$ cat src/rtl/piso_serializer.sv
// piso_serializer: LSB-first parallel-to-serial converter, valid/ready load.
// Define PISO_SERIALIZER_PARITY_EN to append an even-parity bit per frame.
module piso_serializer #(
  parameter int WIDTH = 8
) (
  input  logic             i_clk,
  input  logic             i_rst_n,
  input  logic             i_en,
  input  logic             i_valid,
  input  logic [WIDTH-1:0] i_data,
  output logic             o_ready,
  output logic             o_sd,
  output logic             o_sd_valid,
  output logic             o_done
);

`ifdef PISO_SERIALIZER_PARITY_EN
  localparam int FRAME = WIDTH + 1;
`else
  localparam int FRAME = WIDTH;
`endif
  localparam int CW = $clog2(FRAME);
  localparam logic [CW-1:0] CNT_LOAD = CW'(FRAME - 1);

  typedef enum logic {
    IDLE,
    SHIFT
  } state_t;

  state_t           state;
  state_t           state_n;
  logic [FRAME-1:0] sh;
  logic [FRAME-1:0] sh_n;
  logic [CW-1:0]    cnt;
  logic [CW-1:0]    cnt_n;
  logic             done_n;
  logic [FRAME-1:0] frame;
  logic             last;
  logic             accept;

`ifdef PISO_SERIALIZER_PARITY_EN
  assign frame = {^i_data, i_data};
`else
  assign frame = i_data;
`endif

  // last bit is consumed on this edge; a new word may load in its place
  assign last    = (state == SHIFT) && (cnt == '0) && i_en;
  assign o_ready = (state == IDLE) || last;
  assign accept  = i_valid && o_ready;

  assign o_sd       = (state == SHIFT) && sh[0];
  assign o_sd_valid = (state == SHIFT);

  // state, shift register, counter and done pulse registers
  always_ff @(posedge i_clk or negedge i_rst_n) begin
    if (!i_rst_n) begin
      state  <= IDLE;
      sh     <= '0;
      cnt    <= '0;
      o_done <= 1'b0;
    end else begin
      state  <= state_n;
      sh     <= sh_n;
      cnt    <= cnt_n;
      o_done <= done_n;
    end
  end

  // next-state: load on accept, shift on enable, reload or retire at last bit
  always_comb begin
    state_n = state;
    sh_n    = sh;
    cnt_n   = cnt;
    done_n  = 1'b0;
    unique case (state)
      IDLE: begin
        if (accept) begin
          state_n = SHIFT;
          sh_n    = frame;
          cnt_n   = CNT_LOAD;
        end
      end
      SHIFT: begin
        if (i_en) begin
          if (cnt == '0) begin
            done_n = 1'b1;
            if (accept) begin
              sh_n  = frame;
              cnt_n = CNT_LOAD;
            end else begin
              state_n = IDLE;
              sh_n    = '0;
            end
          end else begin
            sh_n  = sh >> 1;
            cnt_n = cnt - CW'(1);
          end
        end
      end
      default: begin
        state_n = IDLE;
      end
    endcase
  end

endmodule

$ cat config.mk
export PLATFORM = sky130hd
export DESIGN_NAME = piso_serializer
export DESIGN_NICKNAME = d
export VERILOG_FILES = /design/src/rtl/piso_serializer.sv
export SDC_FILE = /design/constraint.sdc
export NUM_CORES = 1
export LEC_CHECK = 0
export ABC_CLOCK_PERIOD_IN_PS = 2000
export CORE_AREA = 2 2 46 48
export CTS_CLUSTER_DIAMETER = 100
export DETAILED_ROUTE_END_ITERATION = 10
export DIE_AREA = 0 0 48 50
export GPL_ROUTABILITY_DRIVEN = 0
export PLACE_DENSITY_LB_ADDON = 0.12
export SYNTH_ARGS = -nofsm -noshare
export SYNTH_HDL_FRONTEND = slang
export SYNTH_SLANG_ARGS = --single-unit
$ cat constraint.sdc
create_clock -name i_clk -period 2 [get_ports i_clk]
set_input_delay 0.4 -clock i_clk [delete_from_list [all_inputs] [get_ports i_clk]]
set_output_delay 0.4 -clock i_clk [all_outputs]
set_load 0.02 [all_outputs]
==> impl_metrics.xml, run 1 <==
<?xml version="1.0" encoding="UTF-8"?>
<metrics>
  <group name="worst_setup_path">
    <metric name="critPathMaxFanout" unit="">8</metric>
    <metric name="timing.critical_path.arrival" unit="ns">1.44</metric>
    <metric name="path_class" unit="">register to output port</metric>
    <metric name="timing.critical_path.required" unit="ns">1.60</metric>
    <metric name="startpoint_type" unit="">register</metric>
    <metric name="worstSetupEndpointType" unit="">output port</metric>
  </group>
  <group name="cts">
    <metric name="h_tree_levels" unit="">1</metric>
    <metric name="clk-insertion-delay-late" unit="ns">0.27</metric>
    <metric name="cts_made_buffers" unit="">3</metric>
    <metric name="clkTransAtPathRegs" unit="ns">0.08</metric>
    <metric name="clock-root-buffer" unit="">clkbuf_4</metric>
    <metric name="postCtsSetupBuffers" unit="">0</metric>
    <metric name="cts_sinks" unit="">13</metric>
    <metric name="cts_resized" unit="">1</metric>
    <metric name="hold_buffers" unit="">0</metric>
    <metric name="ctsLongestPathBuffers" unit="">2</metric>
    <metric name="tritoncts" unit="">done</metric>
  </group>
  <group name="layout">
    <metric name="post_route_cells_drive_above_1_share" unit="%">20.6</metric>
    <metric name="area_growth" unit="%">34.9</metric>
    <metric name="final_cell_count_no_fill" unit="">124</metric>
    <metric name="fillerInstances" unit="">175</metric>
    <metric name="fin_nets" unit="">112</metric>
    <metric name="insertedDiodeCount" unit="">0</metric>
  </group>
  <group name="placed_design">
    <metric name="placedCellCount" unit="">120</metric>
    <metric name="dp_worst_setup_slack" unit="ns">-0.0565</metric>
    <metric name="io_buffer_count" unit="">15</metric>
    <metric name="detailed_place_hpwl" unit="um">1080</metric>
  </group>
  <group name="floorplanning">
    <metric name="floorplan.core_area" unit="um^2">1900</metric>
    <metric name="floorplan.die_area" unit="um^2">2400</metric>
    <metric name="die_wd" unit="um">48</metric>
    <metric name="chipHeight" unit="um">50</metric>
    <metric name="start_util" unit="%">37.1</metric>
    <metric name="top_level_ports" unit="">16</metric>
    <metric name="fp-row-count" unit="">16</metric>
  </group>
  <group name="sta">
    <metric name="period_share" unit="%">91.9</metric>
    <metric name="tightest_slew" unit="ns">0.594</metric>
    <metric name="whs" unit="ns">0.491</metric>
    <metric name="setup_viol_count_final" unit="">0</metric>
    <metric name="grt_setup_unrepaired" unit="">false</metric>
    <metric name="skew" unit="ns">0.00133</metric>
    <metric name="clock.fmax" unit="GHz">0.544</metric>
    <metric name="post-route-worst-setup-slack" unit="ns">0.163</metric>
    <metric name="min_period" unit="ns">1.84</metric>
    <metric name="timing.final.max_slew_violations" unit="">0</metric>
    <metric name="relSlewSlack" unit="%">60.2</metric>
    <metric name="report.final.hold_viol_count" unit="">0</metric>
    <metric name="fin_setup_tns" unit="ns">0</metric>
  </group>
  <group name="logic_synthesis">
    <metric name="synth.ff_latch_count" unit="">13</metric>
    <metric name="synth.distinct_cells" unit="">26</metric>
    <metric name="yosys.area.top_type" unit="">dfrtp_1</metric>
    <metric name="synth_top_area_share" unit="%">46.1</metric>
    <metric name="netlist_area" unit="um^2">706</metric>
    <metric name="yosys_warnings" unit="">0</metric>
    <metric name="synthArstFlopShare" unit="%">100</metric>
    <metric name="portion_of_the_post_synthesis_area_used_by_sequential_elements" unit="%">46.1</metric>
    <metric name="synth.top_cells.by_area" unit="">dfrtp_1 (46%), nand2_1 (9.6%), o211ai_1 (7.4%)</metric>
    <metric name="postSynth.topFlopCell" unit="">dfrtp_1</metric>
    <metric name="synth.avg_cell_area" unit="um^2">9.54</metric>
    <metric name="mappedNetlistNets" unit="">88</metric>
    <metric name="syn_inst" unit="">74</metric>
    <metric name="synth_edf_count" unit="">0</metric>
  </group>
  <group name="detailed_routing">
    <metric name="vias" unit="">591</metric>
    <metric name="wl_per_cell" unit="um">12.0</metric>
    <metric name="met3_wirelength" unit="um">78</metric>
    <metric name="vias_per_cell" unit="">4.77</metric>
    <metric name="final_antenna_net_count" unit="">0</metric>
    <metric name="drc_violation_count_after_routing" unit="">0</metric>
    <metric name="met2RoutedLength" unit="um">650</metric>
    <metric name="routedLengthMet1" unit="um">755</metric>
    <metric name="dr_iter_0_viols" unit="">9</metric>
    <metric name="first_pass_iters" unit="">4</metric>
    <metric name="detail_route.wirelength" unit="um">1490</metric>
    <metric name="top_signal_layer_used" unit="">met4</metric>
  </group>
  <group name="flow_run">
    <metric name="max-cap-violations" unit="">0</metric>
  </group>
  <group name="power">
    <metric name="total_leakage_power" unit="nW">0.410</metric>
    <metric name="cellPowerDensity" unit="nW/um^2">985</metric>
    <metric name="vdd.ir_drop.worst" unit="mV">0.491</metric>
    <metric name="fin_total_pwr" unit="uW">938</metric>
  </group>
  <group name="grt">
    <metric name="maximum_number_of_pins_on_one_net_before_global_route_repair" unit="">15</metric>
    <metric name="groute.usage.overall" unit="%">15.4</metric>
    <metric name="antenna_found_initial" unit="">0</metric>
    <metric name="grt_overflow" unit="">0</metric>
    <metric name="via_count_of_the_first_global_routing_pass" unit="">619</metric>
    <metric name="global_route_wire_length_before_repair" unit="um">2630</metric>
  </group>
  <group name="worst_hold_path">
    <metric name="holdCritPathClass" unit="">register to register</metric>
  </group>
  <group name="status">
    <metric name="run_status" unit="">finished, final reports clean</metric>
  </group>
</metrics>
## state kept, by name, summed over array words and instances, names as in the netlist
| name | count |
|---|---|
| o_done | 1 |
| cnt | 3 |
| sh | 8 |
| o_sd_valid | 1 |
## synthesized netlist by cell type (all sizes together) (2+ instances only)
library cell,n
inv,3
nand4,7
clkbuf,2
nor2b,2
nand2,18
dfrtp,13
buf,3
ha,2
a21oi,2
o21ai,2
o211ai,7
a211oi,2
## layout by cell type (no fill, tap or decap), types with 2 or more instances in the layout
| master | synthesis | final |
|---|---|---|
| inv_1 | 2 | 2 |
| nand2_1 | 18 | 18 |
| a21oi_1 | 2 | 2 |
| dfrtp_1 | 13 | 12 |
| o211ai_1 | 7 | 7 |
| clkbuf_4 | 0 | 3 |
| a211oi_1 | 2 | 2 |
| clkdlybuf4s50_1 | 0 | 14 |
| nand4_1 | 7 | 7 |
| ha_1 | 2 | 2 |
| buf_4 | 2 | 9 |
| o21ai_0 | 2 | 2 |
## routing by layer
layer | global-route usage (%) | up-vias
li1 | - | 311
met1 | 21.5 | 262
met3 | 3.30 | 2
met4 | 6.31 | 0
met5 | 0 | -
met2 | 22.4 | 16
## cell type report
| cell class | instances | area (um^2) | share of cell area, % |
|---|---|---|---|
| Clock buffer | 4 | 26.3 | 2.76 |
| Tap cell | 27 | 33.8 | 3.55 |
| Sequential cell | 13 | 327 | 34.3 |
| Multi-Input combinational cell | 53 | 342 | 35.9 |
| Inverter | 3 | 11.3 | 1.18 |
| Timing Repair Buffer | 24 | 213 | 22.3 |
## critical path: stages, from the launching register on
cell	delay, ns
dfrtp_2	0.44
and2_1	0.14
clkdlybuf4s50_1	0.59
## final timing paths
path | startpoint | end | slack (ns) | cells past startpoint
max | o_sd_valid$_DFF_PN0_ | o_sd | 0.16 | 2
min reg2reg | sh[0]$_DFFE_PN0P_ | sh[0]$_DFFE_PN0P_ | 0.49 | 2
min in group asynchronous | i_rst_n | cnt[1]$_DFFE_PN0P_ | 0.50 | 1
min | sh[0]$_DFFE_PN0P_ | sh[0]$_DFFE_PN0P_ | 0.49 | 2
max in group asynchronous | i_rst_n | o_sd_valid$_DFF_PN0_ | 1.08 | 1
max reg2reg | cnt[1]$_DFFE_PN0P_ | sh[7]$_DFFE_PN0P_ | 0.55 | 7
## where the power goes
part	internal (mW)	switching (mW)	total (mW)
combinational	0.204	0.175	0.379
clock	0.0771	0.0807	0.158
sequential	0.347	0.0539	0.401
total	0.629	0.310	0.938
## logic make-up (layout without fill, tap and decap cells)
kind of cell | count (synthesis) | in the layout | synth area share [%]
flip-flops | 13 | 13 | 46.1
adder cells (fa/ha/maj) | 2 | 2 | 3.55
AO/OA/AOI/OAI | 18 | 18 | 20.0
multiplexers | 1 | 1 | 1.95
buffers and inverters | 8 | 31 | 5.50
AND/OR/NAND/NOR | 32 | 32 | 22.9
## stage by stage
step	area [um^2]	util (%)
after global routing	952	50.1
final	952	50.1
after detailed placement	930	48.9
after floorplan	706	-
after CTS	955	50.2
after global placement	930	48.9
Note: power is estimated with default switching activity, not from simulation.
==> run 2: changes to the inputs <==
--- a/config.mk
+++ b/config.mk
@@ -6,6 +6,7 @@
 export NUM_CORES = 1
 export LEC_CHECK = 0
 export ABC_CLOCK_PERIOD_IN_PS = 2000
+export CAP_MARGIN = 10
 export CORE_AREA = 2 2 46 48
 export CTS_CLUSTER_DIAMETER = 100
 export DETAILED_ROUTE_END_ITERATION = 10
@@ -15,3 +16,4 @@
 export SYNTH_ARGS = -nofsm -noshare
 export SYNTH_HDL_FRONTEND = slang
 export SYNTH_SLANG_ARGS = --single-unit
+export TNS_END_PERCENT = 1
==> results of run 2 <==
The final DEF is identical to that of run 1; final timing and power are the same.
